`src/rtl/id_emitter.sv`:
```
// id_emitter: emits one identifier (letter first, then alternating digit/letter)
// of len characters followed by the TERM_CHAR terminator, one byte per cycle.
// Optional build macro: ID_UPPER_EN makes the lead character uppercase.
module id_emitter #(
   parameter logic [7:0] TERM_CHAR = 8'd47
) (
   input  logic       clk,
   input  logic       reset,
   input  logic       start,
   input  logic [3:0] len,
   input  logic [7:0] seed,
   output logic [7:0] char,
   output logic       valid,
   output logic       busy,
   output logic       done
);

`ifdef ID_UPPER_EN
   localparam logic [7:0] LEAD_BASE = 8'h41;
`else
   localparam logic [7:0] LEAD_BASE = 8'h61;
`endif
   localparam logic [7:0] BODY_BASE  = 8'h61;
   localparam logic [7:0] DIGIT_BASE = 8'h30;

   typedef enum logic [1:0] {IDLE, LEAD, BODY, TERM} state_t;

   state_t     state;
   logic [4:0] l_idx;   // index of the next letter to emit
   logic [3:0] d_idx;   // index of the next digit to emit
   logic [3:0] pos;     // stream position of the byte currently on char
   logic [3:0] last;    // position of the final character (len-1, len=0 as 1)

   logic [4:0] seed_l;
   logic [3:0] nxt_pos;

   // seed letter index reduced mod 26 and next body position
   always_comb begin
      seed_l  = (seed[4:0] >= 5'd26) ? (seed[4:0] - 5'd26) : seed[4:0];
      nxt_pos = pos + 4'd1;
   end

   function automatic logic [4:0] l_inc(input logic [4:0] x);
      return (x == 5'd25) ? 5'd0 : x + 5'd1;
   endfunction

   function automatic logic [3:0] d_inc(input logic [3:0] x);
      return (x == 4'd9) ? 4'd0 : x + 4'd1;
   endfunction

   // single FSM with registered outputs; the state names the byte on char
   always_ff @(posedge clk or posedge reset) begin
      if (reset) begin
         state <= IDLE;
         char  <= '0;
         valid <= 1'b0;
         busy  <= 1'b0;
         done  <= 1'b0;
         l_idx <= '0;
         d_idx <= '0;
         pos   <= '0;
         last  <= '0;
      end else begin
         case (state)
            IDLE: begin
               char  <= '0;
               valid <= 1'b0;
               busy  <= 1'b0;
               done  <= 1'b0;
               if (start) begin
                  state <= LEAD;
                  char  <= LEAD_BASE + {3'b000, seed_l};
                  valid <= 1'b1;
                  busy  <= 1'b1;
                  l_idx <= l_inc(seed_l);
                  d_idx <= {1'b0, seed[7:5]};
                  pos   <= '0;
                  last  <= (len == 4'd0) ? 4'd0 : len - 4'd1;
               end
            end
            LEAD: begin
               if (last == 4'd0) begin
                  state <= TERM;
                  char  <= TERM_CHAR;
                  done  <= 1'b1;
               end else begin
                  state <= BODY;
                  pos   <= 4'd1;
                  char  <= DIGIT_BASE + {4'b0000, d_idx};
                  d_idx <= d_inc(d_idx);
               end
            end
            BODY: begin
               if (pos == last) begin
                  state <= TERM;
                  char  <= TERM_CHAR;
                  done  <= 1'b1;
               end else begin
                  pos <= nxt_pos;
                  if (nxt_pos[0]) begin
                     char  <= DIGIT_BASE + {4'b0000, d_idx};
                     d_idx <= d_inc(d_idx);
                  end else begin
                     char  <= BODY_BASE + {3'b000, l_idx};
                     l_idx <= l_inc(l_idx);
                  end
               end
            end
            TERM: begin
               state <= IDLE;
               char  <= '0;
               valid <= 1'b0;
               busy  <= 1'b0;
               done  <= 1'b0;
            end
            default: state <= IDLE;
         endcase
      end
   end

endmodule

```
`config.mk`:
```
export PLATFORM = sky130hd
export DESIGN_NAME = id_emitter
export DESIGN_NICKNAME = d
export VERILOG_FILES = /design/src/rtl/id_emitter.sv
export SDC_FILE = /design/constraint.sdc
export NUM_CORES = 1
export LEC_CHECK = 0
export BUFFER_PORTS_ARGS = -buffer_cell sky130_fd_sc_hd__buf_4
export CORE_ASPECT_RATIO = 0.6
export CORE_MARGIN = 3
export CORE_UTILIZATION = 40
export DETAILED_ROUTE_END_ITERATION = 16
export GPL_TIMING_DRIVEN = 1
export PLACE_DENSITY_LB_ADDON = 0.1
export SYNTH_ARGS = -nofsm -noshare
export SYNTH_HDL_FRONTEND = slang
export SYNTH_SLANG_ARGS = --single-unit
```
`constraint.sdc`:
```
create_clock -name clk -period 3.9 [get_ports clk]
set_input_delay 0.78 -clock clk [delete_from_list [all_inputs] [get_ports clk]]
set_output_delay 0.78 -clock clk [all_outputs]
set_load 0.01 [all_outputs]
```
==> results of run 1 <==
## sequential cells by signal (all words and copies together) (netlist names)
signal and flops:
l_idx 5, done 1, state 2, char 8, last 4, busy 1
pos 4, d_idx 4
## power breakdown
group,switching (mW),internal (mW)
clock network,0.113,0.123
registers,0.131,0.429
logic,0.604,0.396
total,0.848,0.949
## synthesized netlist by cell type (4+ instances only)
| cell type | count |
|---|---|
| nand2_1 | 32 |
| dfrtp_1 | 29 |
| o21ai_0 | 24 |
| inv_1 | 14 |
| nor2_1 | 13 |
| a21oi_1 | 10 |
| ha_1 | 10 |
| a31oi_1 | 8 |
| clkbuf_1 | 7 |
| nand3_1 | 7 |
| nand2b_1 | 6 |
| nor3_1 | 6 |
| xnor2_1 | 5 |
| o22ai_1 | 4 |
## per-layer routing
metal / track usage / up-vias / share of wire
li1: - / 913 / -
met1: 0.310 / 880 / 0.58
met2: 0.218 / 61 / 0.35
met3: 0.0459 / 2 / 0.071
met4: 0.0300 / 0 / 0.0012
met5: 0 / - / 0
## cells by family after synthesis
group           Yosys count  share of synthesized area
xor+xnor                  8                     0.0356
fa+ha+maj                10                     0.0635
flops                    29                      0.368
simple gates             84                      0.212
compound gates           75                      0.251
buf+inv                  24                     0.0489
mux                       4                     0.0210
## area by class of cell
class                           instances  area, um2
Sequential cell                        29        726
Clock buffer                            6       72.6
Clock inverter                          2       10.0
Tap cell                               63       78.8
Multi-Input combinational cell        181       1150
Timing Repair Buffer                   26        195
Fill cell                             472       2380
Inverter                               14       52.6
## metrics by stage
step	cells	util
2_1_floorplan	234	-
3_5_place_dp	313	0.472
5_1_grt	321	0.490
4_1_cts	321	0.490
6_report	321	0.490
3_3_place_gp	313	0.472
## worst max-delay path by stage
| stage | start | endpoint |
|---|---|---|
| after global routing | state[0] | l_idx[3] |
| final | seed[2] | l_idx[2] |
| after detailed placement | seed[2] | l_idx[2] |
| after global placement | seed[2] | l_idx[2] |
| after CTS | seed[2] | l_idx[2] |
| after floorplan | seed[2] | l_idx[2] |
==> results by group, run 1 <==
Global routing
  • Initial antenna violation count: 0
  • GRT Total Usage: 0.182
  • Grt total ovfl: 0
  • Largest net degree at the start of global routing: 30
  • First-pass GRT wire length: 8390 um
  • Vias in the first global route: 1578

Drt
  • Vias post-DR: 1856
  • Post-Route WL: 5080 um
  • Final ANT Viol Nets: 0
  • Detailed-route wire length per cell: 15.8 um
  • Via density: 5.78
  • Initial detailed-routing violation count: 199
  • DRC: 0
  • Initial DRT Pass Iterations: 5

Finish
  • Commonest cells after routing, fill and taps aside: 32 x nand2_1, 29 x dfrtp_1, 26 x buf_4, 24 x o21ai_0, 14 x inv_1
  • Non-Filler Cell Area, Final: 2280 um2
  • Most common cell after layout, fill and taps aside: nand2_1
  • Synth-to-layout area growth: 15.9%
  • Antenna diode count: 0
  • Share of cells above drive strength 1: 0.155
  • Nets: 282

Setup path
  • Crit path largest cell delay: 0.49 ns
  • R2r endpoint: l_idx[3]
  • WP depth: 9
  • CP Capture Type: flip-flop
  • Crit-path leading delay family: simple AND/OR/NAND/NOR gates
  • FF-to-FF path depth: 7
  • Worst Path Arrival: 2.84 ns
  • Highest net fanout along the worst path: 7
  • Critical path class: input pin to flip-flop
  • Worst path bufs/invs: 1
  • Most used cell along the critical path: o21ai_0
  • Worst reg2reg startpoint: state[0]
  • Setup slack, reg-to-reg: 1.28 ns
  • Worst path slowest cell: or3_2
  • Startpoint Class: input pin
  • Data required, critical path: 4.03 ns
  • Worst path cell trace: buf_4 > or3b_1 > and2_2 > o21ai_0 > o31ai_1 > ha_1 > or3_2 > a31oi_1 > o21ai_0

Timing
  • Max Slew Vio Count: 0
  • WHS: 0.524 ns
  • Final period util: 0.695
  • RSZ-0062 raised after global routing: no
  • Setup TNS: 0 ns
  • Worst slew pin tran: 0.665 ns
  • Fmax: 369 MHz
  • Final Hold Viols: 0
  • Clock Skew: 0.00501 ns
  • Final setup vio count: 0
  • Final min period: 2.71 ns
  • Rel. slew slack: 0.557
  • PnR worst setup slack: 1.19 ns

Floorplanning
  • Num rows: 19
  • Initial Util: 0.423
  • I/O pin count: 26
  • Core ar.: 4660 um2
  • Die Footprint: 5830 um2
  • Die X: 96.6 um
  • Die height: 60.4 um

Clocking
  • # Post-CTS Setup Buffers: 0
  • Post-cts sizing count: 0
  • Max clock buf depth: 2
  • Cts hold-fix bufs: 0
  • Clock tree sinks: 29
  • Clock slew at reported path FFs: 0.06 ns
  • Cts bufs inserted: 5
  • Clk root buf: clkbuf_8
  • CTS tree: built
  • Clk_lat worst skew: 0.28 ns
  • H-Tree Depth: 2

Synth
  • Asr flop ratio synth: 1.00
  • Seq cells post-synth: 29
  • Seq/Total Area, Yosys: 0.368
  • Post-synth top area share: 0.368
  • Top_reg_cell synth: dfrtp_1
  • Gate Count Post-Synth: 234
  • Largest area contributor in the netlist: dfrtp_1
  • Yosys cell types: 49
  • Syn Area/Cell: 8.42 um2
  • Mapped Area: 1970 um2
  • Post-synth EDFFs: 0
  • Warnings, synthesis: 0
  • Synth Net Count: 259
  • Largest cells by area after synthesis: dfrtp_1 37%, ha_1 6.3%, o21ai_0 6.1%

Power
  • Worst VDD drop: 0.314 mV
  • Pwr dens: 787 nW/um2
  • P_leak: 1.03 nW
  • Power, Total: 1.80 mW

Worst hold path
  • HP Start: done
  • Hold Crit Depth: 1
  • Hold Path End: done
  • Hold Path Class: flip-flop to flip-flop

Place
  • GP Congestion: 0.814
  • Placement Cell Area: 2200 um2
  • Worst slack at placement: 1.01 ns
  • Dpl hpwl: 3820 um
  • Port Buffers: 25

Job
  • MaxCap Viol Count: 0

Outcome
  • Status: finished, final reports clean
Power figures use the tool's default switching activity.
==> run 2, diff against run 1 <==
==> constraint.sdc (replaced) <==
create_clock -name clk -period 2.6 [get_ports clk]
set_input_delay 0.52 -clock clk [delete_from_list [all_inputs] [get_ports clk]]
set_output_delay 0.52 -clock clk [all_outputs]
set_load 0.01 [all_outputs]
==> run 2 against run 1 <==
Critical endpoint unchanged. Largest cell class unchanged. Worst setup slack worse by 0.91 ns. Cell area up 5.1%. Core utilization up 2.5 points.
==> results by group, run 2 (same netlist as run 1, synthesis figures left out) <==
Timing
  • Final setup vio count: 0
  • Fmax: 430 MHz
  • Final period util: 0.894
  • Final Hold Viols: 0
  • Final min period: 2.32 ns
  • Max Slew Vio Count: 0
  • WHS: 0.312 ns
  • Worst slew pin tran: 0.634 ns
  • Clock Skew: 0.00461 ns
  • PnR worst setup slack: 0.276 ns
  • Rel. slew slack: 0.574
  • RSZ-0062 raised after global routing: no
  • Setup TNS: 0 ns

Clocking
  • Clock tree sinks: 29
  • Cts bufs inserted: 5
  • Clk root buf: clkbuf_8
  • Max clock buf depth: 2
  • Clock slew at reported path FFs: 0.06 ns
  • Clk_lat worst skew: 0.28 ns
  • CTS tree: built
  • Post-cts sizing count: 0
  • H-Tree Depth: 2
  • Cts hold-fix bufs: 0
  • # Post-CTS Setup Buffers: 0

Power
  • Power, Total: 2.84 mW
  • P_leak: 1.10 nW
  • Pwr dens: 1180 nW/um2
  • Worst VDD drop: 0.504 mV

Job
  • MaxCap Viol Count: 0

Setup path
  • Worst reg2reg startpoint: state[0]
  • Crit path from: seed[2]
  • Worst path slowest cell: or3_2
  • Startpoint Class: input pin
  • Worst path cell trace: buf_4 > or3b_1 > and2_2 > o21ai_0 > o31ai_1 > ha_1 > or3_2 > a31oi_1 > o21ai_0
  • Crit path largest cell delay: 0.50 ns
  • Worst Path Arrival: 2.48 ns
  • CP Capture Type: flip-flop
  • Most used cell along the critical path: o21ai_0
  • Data required, critical path: 2.76 ns
  • Highest net fanout along the worst path: 3
  • Critical path class: input pin to flip-flop

Floorplanning
  • Die height: 60.4 um
  • I/O pin count: 26
  • Num rows: 19
  • Die Footprint: 5830 um2
  • Initial Util: 0.423
  • Core ar.: 4660 um2
  • Die X: 96.6 um

Global routing
  • GRT Total Usage: 0.191
  • Largest net degree at the start of global routing: 30
  • First-pass GRT wire length: 8760 um
  • Vias in the first global route: 1682
  • Grt total ovfl: 0
  • Initial antenna violation count: 0

Place
  • Cells after DPL: 326
  • Worst slack at placement: 0.0214 ns
  • GP Congestion: 0.886
  • Port Buffers: 25
  • Dpl hpwl: 3840 um
  • Placement Cell Area: 2300 um2

Finish
  • Most common cell after layout, fill and taps aside: buf_4
  • Nets: 295
  • Utilization after layout: 0.515
  • Share of cells above drive strength 1: 0.199
  • Multi-input logic area: 1150 um2
  • Largest register FFs: 8
  • Biggest registers after layout: char: 8 flops, l_idx: 5 flops
  • Largest Register: char
  • Antenna diode count: 0
  • Synth-to-layout area growth: 21.8%
  • Reg area: 726 um2
  • Fill cells: 466
  • Non-Filler Cell Area, Final: 2400 um2
  • Non-Filler Instances: 334
  • Commonest cells after routing, fill and taps aside: 39 x buf_4, 32 x nand2_1, 29 x dfrtp_1, 24 x o21ai_0, 14 x inv_1

Worst hold path
  • Hold Path Class: input pin to async pin

Drt
  • Via density: 5.68
  • Initial detailed-routing violation count: 177
  • Detailed-route wire length per cell: 15.2 um
  • Vias post-DR: 1898
  • Final ANT Viol Nets: 0
  • Initial DRT Pass Iterations: 4
  • DRC: 0
  • Post-Route WL: 5070 um

Outcome
  • Status: finished, final reports clean
==> run 2: layout make-up <==
type | instances | area share
sequential | 29 | 0.302
inverter | 14 | 0.0219
clock inverter | 1 | 0.00209
tap | 63 | 0.0328
timing repair buffer | 39 | 0.122
clock buffer | 7 | 0.0401
multi-input combinational | 181 | 0.479
==> run 2: worst paths after layout <==
kind	slack [ns]	end	cells after the start
setup reg to reg	0.47	char[1]	6
hold reg to reg	0.51	busy	2
max in group asynchronous	2.01	d_idx[2]	3
min in group clk	0.47	last[0]	2
hold / removal	0.31	char[0]	3
setup / recovery	0.28	l_idx[2]	9
==> run 2: where the power goes <==
part | total (mW) | internal (mW) | switching (mW) | leakage (nW)
clock network | 0.409 | 0.239 | 0.170 | 0.0542
registers | 0.818 | 0.644 | 0.174 | 0.365
logic | 1.61 | 0.668 | 0.943 | 0.680
==> run 2: worst max-delay path, delay by kind of cell <==
kind / cells / cell delay [ns]
AOI/OAI and AO/OA: 4 / 0.54
and+or+nand+nor: 3 / 1.10
adders and majority gates: 1 / 0.21
buffers and inverters: 1 / 0.11
==> run 2: routing by layer <==
layer	GRT usage	wire (um)	up-vias
met2	0.232	1770	72
met5	0	0	-
met1	0.317	2830	888
li1	-	-	933
met3	0.0494	427	5
met4	0.0480	41	0
==> run 3, diff against run 2 <==
--- a/config.mk
+++ b/config.mk
@@ -5,7 +5,8 @@
 export SDC_FILE = /design/constraint.sdc
 export NUM_CORES = 1
 export LEC_CHECK = 0
-export BUFFER_PORTS_ARGS = -buffer_cell sky130_fd_sc_hd__buf_4
+export BUFFER_PORTS_ARGS = -buffer_cell sky130_fd_sc_hd__buf_2
+export CAP_MARGIN = 5
 export CORE_ASPECT_RATIO = 0.6
 export CORE_MARGIN = 3
 export CORE_UTILIZATION = 40
==> run 3 against run 2 <==
Flip-flop and latch count unchanged. Largest power group unchanged. Power down 3.1%. Count of clock-buffer cells in the layout unchanged. Routed wire length up 0.53%. Critical endpoint unchanged. Combinational power down 3%. Cell count up 0.30%.
==> results by group, run 3 (same netlist as run 1, synthesis figures left out) <==
Clocking
  • CTS tree: built
  • Clk_lat worst skew: 0.28 ns
  • Cts hold-fix bufs: 0
  • Max clock buf depth: 2
  • # Post-CTS Setup Buffers: 0
  • Clk root buf: clkbuf_8
  • H-Tree Depth: 2
  • Cts bufs inserted: 5
  • Clock tree sinks: 29
  • Post-cts sizing count: 0
  • Clock slew at reported path FFs: 0.06 ns

Global routing
  • Largest net degree at the start of global routing: 30
  • GRT Total Usage: 0.189
  • Initial antenna violation count: 0
  • Grt total ovfl: 0
  • First-pass GRT wire length: 8650 um
  • Vias in the first global route: 1649

Floorplanning
  • Die Footprint: 5830 um2
  • Die height: 60.4 um
  • Die X: 96.6 um
  • I/O pin count: 26
  • Num rows: 19
  • Initial Util: 0.423
  • Core ar.: 4660 um2

Finish
  • Multi-input logic area: 1150 um2
  • Commonest cells after routing, fill and taps aside: 32 x nand2_1, 29 x dfrtp_1, 25 x buf_2, 24 x o21ai_0, 16 x buf_4
  • Reg area: 726 um2
  • Most common cell after layout, fill and taps aside: nand2_1
  • Utilization after layout: 0.502
  • Share of cells above drive strength 1: 0.199
  • Synth-to-layout area growth: 18.6%
  • Non-Filler Cell Area, Final: 2340 um2
  • Largest Register: char
  • Largest register FFs: 8
  • Biggest registers after layout: char: 8 flops, l_idx: 5 flops
  • Antenna diode count: 0
  • Fill cells: 487
  • Nets: 297

Place
  • Port Buffers: 25
  • GP Congestion: 0.907
  • Worst slack at placement: 0.0164 ns
  • Dpl hpwl: 3860 um
  • Placement Cell Area: 2250 um2

Timing
  • Worst slew pin tran: 0.633 ns
  • Final setup vio count: 0
  • Rel. slew slack: 0.574
  • Final min period: 2.32 ns
  • Final Hold Viols: 0
  • Fmax: 431 MHz
  • Setup TNS: 0 ns
  • Max Slew Vio Count: 0
  • RSZ-0062 raised after global routing: no
  • Clock Skew: 0.00554 ns
  • PnR worst setup slack: 0.278 ns
  • Final period util: 0.893

Drt
  • Initial detailed-routing violation count: 122
  • Detailed-route wire length per cell: 15.2 um
  • Vias post-DR: 1866
  • Post-Route WL: 5100 um
  • Via density: 5.57
  • DRC: 0
  • Initial DRT Pass Iterations: 4
  • Final ANT Viol Nets: 0

Setup path
  • Worst Path Arrival: 2.48 ns
  • Data required, critical path: 2.76 ns
  • Critical path class: input pin to flip-flop
  • CP Capture Type: flip-flop
  • Startpoint Class: input pin
  • Highest net fanout along the worst path: 5

Power
  • P_leak: 1.08 nW
  • Worst VDD drop: 0.467 mV
  • Pwr dens: 1180 nW/um2

Worst hold path
  • Hold Path Class: input pin to async pin

Outcome
  • Status: finished, final reports clean

Job
  • MaxCap Viol Count: 0
[run 3: cell count changes in the layout (fill, tap and decap cells not counted)]
| cell | delta |
|---|---|
| buf_2 | +25 |
| buf_4 | -23 |
| clkbuf_1 | +1 |
| clkbuf_8 | -1 |
| clkinv_2 | -1 |
[run 3: metrics by stage]
stage          std cells  hold slack [ns]  power [mW]
6_report             335            0.295        2.75
4_1_cts              335            0.313        2.75
3_5_place_dp         328            0.490        2.36
3_3_place_gp         328            0.489        2.37
2_1_floorplan        234            0.492        1.89
5_1_grt              335            0.339        3.02
[run 3: layout make-up]
type / count / area share
Multi-Input combinational cell: 181 / 0.491
Sequential cell: 29 / 0.310
Inverter: 14 / 0.0225
Timing Repair Buffer: 41 / 0.105
Clock buffer: 7 / 0.0369
Tap cell: 63 / 0.0337
[run 3: layer usage]
layer,global-route usage,wire (um),vias to the layer above
met5,0,0,-
met4,0.0420,45,0
met3,0.0620,427,6
met2,0.218,1710,54
met1,0.316,2910,863
li1,-,-,943
[run 3: worst max-delay path: stages]
cell and delay, ns:
buf_2 0.13, or3b_1 0.37, and2_2 0.22, o21ai_0 0.16, o31ai_1 0.12, ha_1 0.20, or3_2 0.50, a31oi_1 0.17
o21ai_0 0.09
[run 3: where the power goes]
part | switching (mW) | leakage (nW) | total [mW] | internal, mW
clock | 0.169 | 0.0443 | 0.378 | 0.210
sequential | 0.173 | 0.365 | 0.817 | 0.644
combinational | 0.923 | 0.671 | 1.56 | 0.633
[run 3: final timing paths]
kind                            slack, ns  startpoint       end  cells past startpoint
worst max-delay path                 0.28     seed[1]  l_idx[2]                      9
worst min-delay path                 0.29       reset      busy                      3
worst max register to register       0.48    state[0]  d_idx[1]                      7
worst min register to register       0.51        done      done                      1
max in group asynchronous            2.02       reset  d_idx[2]                      3
min in group clk                     0.50      len[0]   last[0]                      2
